## src/rtl/spi_slave_frame_ctrl.sv

```systemverilog
// rtl/spi_slave_frame_ctrl.sv - SPI mode-0 slave word framer with rx/tx handshakes (optional SPI_FRAME_CNT_EN frame counter)
module spi_slave_frame_ctrl #(
   parameter int DATA_WIDTH  = 8,
   parameter int SYNC_STAGES = 2
) (
   input  logic                  sysclk,
   input  logic                  sysrst,
   input  logic                  spi_sclk,
   input  logic                  spi_cs_n,
   input  logic                  spi_mosi,
   output logic                  spi_miso,
   input  logic [DATA_WIDTH-1:0] tx_data,
   input  logic                  tx_valid,
   output logic                  tx_ready,
   output logic [DATA_WIDTH-1:0] rx_data,
   output logic                  rx_valid,
   input  logic                  rx_ready,
   output logic                  frame_active,
   output logic                  overrun_err,
   output logic                  underrun_err,
   input  logic                  err_clr
`ifdef SPI_FRAME_CNT_EN
   ,
   output logic [15:0]           frame_count
`endif
);

   localparam int CNT_W = $clog2(DATA_WIDTH);
   localparam logic [CNT_W-1:0] LAST_BIT = CNT_W'(DATA_WIDTH - 1);

   typedef enum logic [1:0] {ST_IDLE, ST_LOAD, ST_SHIFT, ST_WORD} state_t;

   state_t                  state, state_next;
   logic [SYNC_STAGES-1:0]  sclk_sync, cs_sync, mosi_sync;
   logic                    sclk_d, cs_d;
   logic                    sclk_s, cs_s, mosi_s;
   logic                    rise, fall, cs_start;
   logic [CNT_W-1:0]        bit_cnt;
   logic [DATA_WIDTH-1:0]   rx_shift, tx_shift;
   logic                    load_tx, deliver, abort;
   logic                    shift_in, shift_out;
   logic                    underrun_set, overrun_set;
   logic                    underrun_pending;

   assign sclk_s   = sclk_sync[SYNC_STAGES-1];
   assign cs_s     = cs_sync[SYNC_STAGES-1];
   assign mosi_s   = mosi_sync[SYNC_STAGES-1];
   assign rise     = sclk_s & ~sclk_d;
   assign fall     = ~sclk_s & sclk_d;
   assign cs_start = ~cs_s & cs_d;

   // Pin synchronisers plus one delay flop for edge detection; cs chain idles deasserted
   always_ff @(posedge sysclk or posedge sysrst) begin
      if (sysrst) begin
         sclk_sync <= '0;
         cs_sync   <= '1;
         mosi_sync <= '0;
         sclk_d    <= 1'b0;
         cs_d      <= 1'b1;
      end else begin
         sclk_sync <= {sclk_sync[SYNC_STAGES-2:0], spi_sclk};
         cs_sync   <= {cs_sync[SYNC_STAGES-2:0], spi_cs_n};
         mosi_sync <= {mosi_sync[SYNC_STAGES-2:0], spi_mosi};
         sclk_d    <= sclk_s;
         cs_d      <= cs_s;
      end
   end

   // Frame state register
   always_ff @(posedge sysclk or posedge sysrst) begin
      if (sysrst) state <= ST_IDLE;
      else        state <= state_next;
   end

   // Next-state and per-cycle control strobes
   always_comb begin
      state_next = state;
      load_tx    = 1'b0;
      deliver    = 1'b0;
      abort      = 1'b0;
      shift_in   = 1'b0;
      shift_out  = 1'b0;
      case (state)
         ST_IDLE: begin
            if (cs_start) state_next = ST_LOAD;
         end
         ST_LOAD: begin
            if (cs_s) begin
               abort      = 1'b1;
               state_next = ST_IDLE;
            end else begin
               load_tx    = 1'b1;
               state_next = ST_SHIFT;
            end
         end
         ST_SHIFT: begin
            if (cs_s) begin
               abort      = 1'b1;
               state_next = ST_IDLE;
            end else begin
               shift_in  = rise;
               // bit_cnt==0 means the fall trails the previous word's last rise;
               // shifting there would throw away the freshly loaded MSB
               shift_out = fall & (bit_cnt != '0);
               if (rise && bit_cnt == LAST_BIT) state_next = ST_WORD;
            end
         end
         ST_WORD: begin
            // The word is complete, so it is delivered even if cs rises now
            deliver = 1'b1;
            if (cs_s) begin
               abort      = 1'b1;
               state_next = ST_IDLE;
            end else begin
               load_tx    = 1'b1;
               state_next = ST_SHIFT;
            end
         end
         default: state_next = ST_IDLE;
      endcase
      tx_ready = load_tx & tx_valid;
   end

   assign frame_active = (state != ST_IDLE);
   assign spi_miso     = (state != ST_IDLE) ? tx_shift[DATA_WIDTH-1] : 1'b0;

   // Bit counter and the two shift registers
   always_ff @(posedge sysclk or posedge sysrst) begin
      if (sysrst) begin
         bit_cnt  <= '0;
         rx_shift <= '0;
         tx_shift <= '0;
      end else begin
         if (abort || load_tx)                   bit_cnt <= '0;
         else if (shift_in && bit_cnt != LAST_BIT) bit_cnt <= bit_cnt + 1'b1;
         if (shift_in) rx_shift <= {rx_shift[DATA_WIDTH-2:0], mosi_s};
         if (load_tx)        tx_shift <= tx_valid ? tx_data : '0;
         else if (shift_out) tx_shift <= {tx_shift[DATA_WIDTH-2:0], 1'b0};
      end
   end

   assign overrun_set = deliver & rx_valid & ~rx_ready;

   // Single-entry receive buffer; a full buffer keeps the older word
   always_ff @(posedge sysclk or posedge sysrst) begin
      if (sysrst) begin
         rx_data  <= '0;
         rx_valid <= 1'b0;
      end else if (deliver) begin
         if (!rx_valid || rx_ready) begin
            rx_data  <= rx_shift;
            rx_valid <= 1'b1;
         end
      end else if (rx_valid && rx_ready) begin
         rx_valid <= 1'b0;
      end
   end

   // An empty reload between words only counts as underrun once that zero
   // word actually starts shifting; a reload after the last word is harmless
   assign underrun_set = ((state == ST_LOAD) && !cs_s && !tx_valid) ||
                         (underrun_pending && shift_in);

   // Sticky error flags (a new event outranks err_clr) and deferred underrun
   always_ff @(posedge sysclk or posedge sysrst) begin
      if (sysrst) begin
         overrun_err      <= 1'b0;
         underrun_err     <= 1'b0;
         underrun_pending <= 1'b0;
      end else begin
         if (overrun_set)  overrun_err <= 1'b1;
         else if (err_clr) overrun_err <= 1'b0;
         if (underrun_set) underrun_err <= 1'b1;
         else if (err_clr) underrun_err <= 1'b0;
         if (abort || state == ST_LOAD)                     underrun_pending <= 1'b0;
         else if (load_tx && !tx_valid)                     underrun_pending <= 1'b1;
         else if (shift_in)                                 underrun_pending <= 1'b0;
      end
   end

`ifdef SPI_FRAME_CNT_EN
   logic words_done;

   // Count frames that ended with at least one completed word
   always_ff @(posedge sysclk or posedge sysrst) begin
      if (sysrst) begin
         frame_count <= '0;
         words_done  <= 1'b0;
      end else if (abort) begin
         words_done <= 1'b0;
         if (words_done || deliver) frame_count <= frame_count + 16'd1;
      end else if (deliver) begin
         words_done <= 1'b1;
      end
   end
`endif

endmodule
```

## config.mk

```make
export PLATFORM = sky130hd
export DESIGN_NAME = spi_slave_frame_ctrl
export DESIGN_NICKNAME = d
export VERILOG_FILES = /design/src/rtl/spi_slave_frame_ctrl.sv
export SDC_FILE = /design/constraint.sdc
export NUM_CORES = 1
export LEC_CHECK = 0
export CORE_ASPECT_RATIO = 0.9
export CORE_MARGIN = 3
export CORE_UTILIZATION = 40
export DETAILED_ROUTE_END_ITERATION = 8
export PLACE_DENSITY = 0.66
export SLEW_MARGIN = 10
export SYNTH_ARGS = -nofsm -noshare
export SYNTH_HDL_FRONTEND = slang
export SYNTH_SLANG_ARGS = --single-unit
export TNS_END_PERCENT = 20
```

## constraint.sdc

```tcl
create_clock -name sysclk -period 1.4 [get_ports sysclk]
set_input_delay 0.28 -clock sysclk [delete_from_list [all_inputs] [get_ports sysclk]]
set_output_delay 0.28 -clock sysclk [all_outputs]
set_load 0.01 [all_outputs]
```

==> summary.md <==
| Metric | Value |
|---|---|
| Status | complete, but fails checks |
| Failing checks | negative setup slack |
| Hold slack | 0.341 ns |
| Number of max-cap violations | 0 |
| Largest net degree at the start of global routing | 42 |
| Synth area leader | dfrtp_1 |
| Global-route wire length before repair | 5430 um |
| Synthesis-to-finish area growth | 40.6% |
| Reg2Reg Launch Point | state[0] |
| Starting density of the core | approximately 42% |
| PortBufs | 29 |
| Reg power frac | 48.0% |
| Clk sinks | a little over 40 |
| Clock Skews | 0.00300 ns |
| Initial drt markers | 53 |
| Fillers | 341 |
| Critical Path Source | state[0] |
| Final min period | 1.44 ns |
| Register area share after synthesis | about three fifths |
| WP data arrival | 1.61 ns |
| DRT Pass-1 Iters | 4 |
| Internal cell power | ~0.0022 W |
| CTS tree | built |
| Setup TNS | -0.292 ns |
| Post-Route M1 WL | 1470 um |
| Area contributors post-synth | dfrtp_1, mux2_2, dfstp_2, a21oi_1, a31oi_1 |
| Routed wl met3 | ~140 um |
| Cells after Synth | 141 |
| Fin. Hold Viols | 0 |
| Layout cell share with drive strength beyond 1 | 34.7% |
| Unrepaired setup endpoints after global routing | true |
| Post-Syn Nets | 160 |
| IO Count | 30 |
| PD cells | 1150 mW/mm2 |
| Clock Path Buffers | 2 |
| Final setup viols | 9 |
| Yosys top cell area share | 54.7% |
| Most common cell on crit path | buf_6 |
| Fin crit share | 103% |
| Final ANT Viol Nets | 0 |
| Global-route usage over all layers | 14.2% |
| Rows | 22 |
| Synth Cell Area | roughly 0.0017 mm2 |
| Overflow after GRT | 0 |
| CP max FO | 9 |
| Number of global-route vias before repair | 1148 |
| Pleak | 1.14 nW |
| Final Slew Violations | 0 |
| Routed wl met2 | ~1700 um |
| Max layer used | met4 |
| Die area | 0.00518 mm2 |
| Maximum vdd drop | 0.000770 V |
| DRC viols | 0 |
| Core Region | between 0.004 and 0.005 mm2 |
| Slew @ Worst Pin | ~0.33 ns |
| DR vias | ~1200 |
| GPL Wtd Cong | 0.763 |
| Max_slew headroom | about 78% |
| Die Y | 68.6 um |
| Critical path required time | 1.57 ns |
| ANT cells | 0 |
| Yosys warns | 0 |
| Routed WL | 3360 um |
| Critical path cell sequence | buf_6 -> buf_6 -> nor3_4 -> buf_12 -> mux2_4 |
| Fmax | between 600 and 700 MHz |
| Sw frac | 21.9% |
| Comb pwr share | 13.1% |
| Die width | around 76 um |
| Num CTS Buffers | 5 |
| Switching power | 0.000616 W |
| Worst path slowest cell | dfrtp_1 |
| Post-DP HPWL | 2260 um |
| Initial antenna violation count | 0 |
| H-tree depth | 2 |
| PnR worst setup slack | -0.0393 ns |
| Critical path class | register to register |
| Startpoint types | register |
| CP Capture Type | register |
| Final nets | roughly 210 |
| Vias per std cell | 5.17 |
| Yosys cell types | 29 |
| Clk pwr share | 38.9% |
| Clock Root Buffer | clkbuf_8 |
| Worst path max stage delay | around 0.40 ns |
| Hold Path Class | primary input to asynchronous set/reset pin |
| Clk_lat worst skew | 0.28 ns |
| Clock slew at reported path FFs | 0.08 ns |
| #FFs+latches synth | 41 |
| Post-DR wirelength/cell | 14.1 um |
| Syn avg cell area | 12.3 um2 |
synth_stat cells:
| cell | number |
|---|---|
| o31ai_1 | 1 |
| a21o_1 | 1 |
| ha_1 | 3 |
| clkbuf_1 | 2 |
| nor2b_1 | 3 |
| dfstp_2 | 3 |
| o211ai_1 | 1 |
| nand4bb_1 | 1 |
| o32ai_1 | 1 |
| mux2i_1 | 3 |
| o21ai_0 | 8 |
| a31oi_1 | 7 |
| nor3_4 | 1 |
| buf_4 | 1 |
| o22ai_1 | 1 |
| mux2_2 | 16 |
| nand2b_1 | 5 |
| and4bb_2 | 2 |
| nand2_1 | 6 |
| inv_1 | 10 |
| nand4b_1 | 1 |
| a211oi_1 | 1 |
| nand2b_4 | 1 |
| nor2_1 | 3 |
| nand3_1 | 7 |
| dfrtp_1 | 38 |
| a21oi_1 | 9 |
| nor4_4 | 1 |
| buf_2 | 4 |
final cells by class:
cell class                      count  area [um2]  share of cell area (%)
Inverter                           10        37.5                    1.54
Multi-Input combinational cell     83         729                    29.8
Sequential cell                    41        1030                    42.1
Clock buffer                        5        68.8                    2.81
Timing Repair Buffer               48         454                    18.6
Clock inverter                      3        65.1                    2.66
Tap cell                           48        60.1                    2.46
metal layers:
layer / vias to the layer above / track usage (%)
li1: 587 / -
met5: - / 0
met2: 23 / 22.3
met3: 4 / 3.91
met1: 616 / 18.6
met4: 0 / 5.90
worst max-delay path: cells and delay by family, from the launching register on:
family	cells	cell delay [ns]
buffers and inverters	3	0.43
DFF	1	0.40
muxes	1	0.30
and+or+nand+nor	1	0.19
power by group through the flow:
stage,clock [W],sequential [W],combinational (W)
after floorplan,0,0.00135,0.000173
after global placement,0,0.00136,0.000315
after detailed placement,0,0.00136,0.000327
after CTS,0.00113,0.00134,0.000343
after global routing,0.00118,0.00137,0.000408
final,0.00110,0.00135,0.000369
state kept, by name, indices dropped and copies added (netlist names):
| name | flops |
|---|---|
| rx_data | 8 |
| rx_shift | 8 |
| tx_shift | 8 |
| bit_cnt | 3 |
| cs_sync | 2 |
| mosi_sync | 2 |
| sclk_sync | 2 |
| state | 2 |
| cs_d | 1 |
| overrun_err | 1 |
| rx_valid | 1 |
| sclk_d | 1 |
| underrun_err | 1 |
| underrun_pending | 1 |
stage by stage:
stage / instances / area [um2] / utilization (%) / total power [W] / setup WS (ns)
final: 238 / 2440 / 59.2 / 0.00282 / -0.0393
after global routing: 238 / 2440 / 59.2 / 0.00296 / -0.0934
after CTS: 238 / 2380 / 57.7 / 0.00282 / -0.0600
after detailed placement: 225 / 2180 / 52.9 / 0.00169 / -0.398
after global placement: 225 / 2180 / 52.9 / 0.00167 / -0.375
after floorplan: 141 / 1740 / - / 0.00153 / 0.0142
worst paths after layout:
path	endpoint	slack, ns	depth (start not counted)
max in group asynchronous	cs_d	0.80	3
min	rx_data[1]	0.34	3
min in group sysclk	sclk_sync[1]	0.35	0
min reg2reg	sclk_sync[1]	0.35	0
max	rx_shift[6]	-0.04	5
max reg2reg	rx_shift[6]	-0.04	5
cells in the final DEF, fill, tap and decap left out, types with 5 or more instances in the layout:
master / Yosys / layout
dfrtp_1: 38 / 38
clkdlybuf4s50_1: 0 / 15
buf_4: 1 / 12
dlygate4sd2_1: 0 / 11
a21oi_1: 9 / 9
mux2_2: 16 / 8
mux2_4: 0 / 8
inv_1: 10 / 8
nand3_1: 7 / 7
a31oi_1: 7 / 7
nand2_1: 6 / 6
buf_6: 0 / 6
o21ai_0: 8 / 5
clkbuf_8: 0 / 5
kinds of logic (layout without fill, tap and decap cells):
logic type | Yosys count | in the layout | share of synthesized area, %
AO/OA/AOI/OAI | 30 | 30 | 10.0
adder cells (fa/ha/maj) | 3 | 3 | 2.16
buffers and inverters | 17 | 66 | 4.17
flip-flops | 41 | 41 | 59.2
multiplexers | 19 | 19 | 12.1
AND/OR/NAND/NOR | 31 | 31 | 12.4
repair_timing:
| action | 4_1_cts | 5_1_grt |
|---|---|---|
| setup buffers | 5 | 0 |
| endpoints found under the setup margin | 19 | 30 |
| pin swaps | 3 | 5 |
| hold buffers | 0 | 0 |
| resized for setup | 37 | 17 |
No activity file was read; power rests on OpenSTA's default activity.
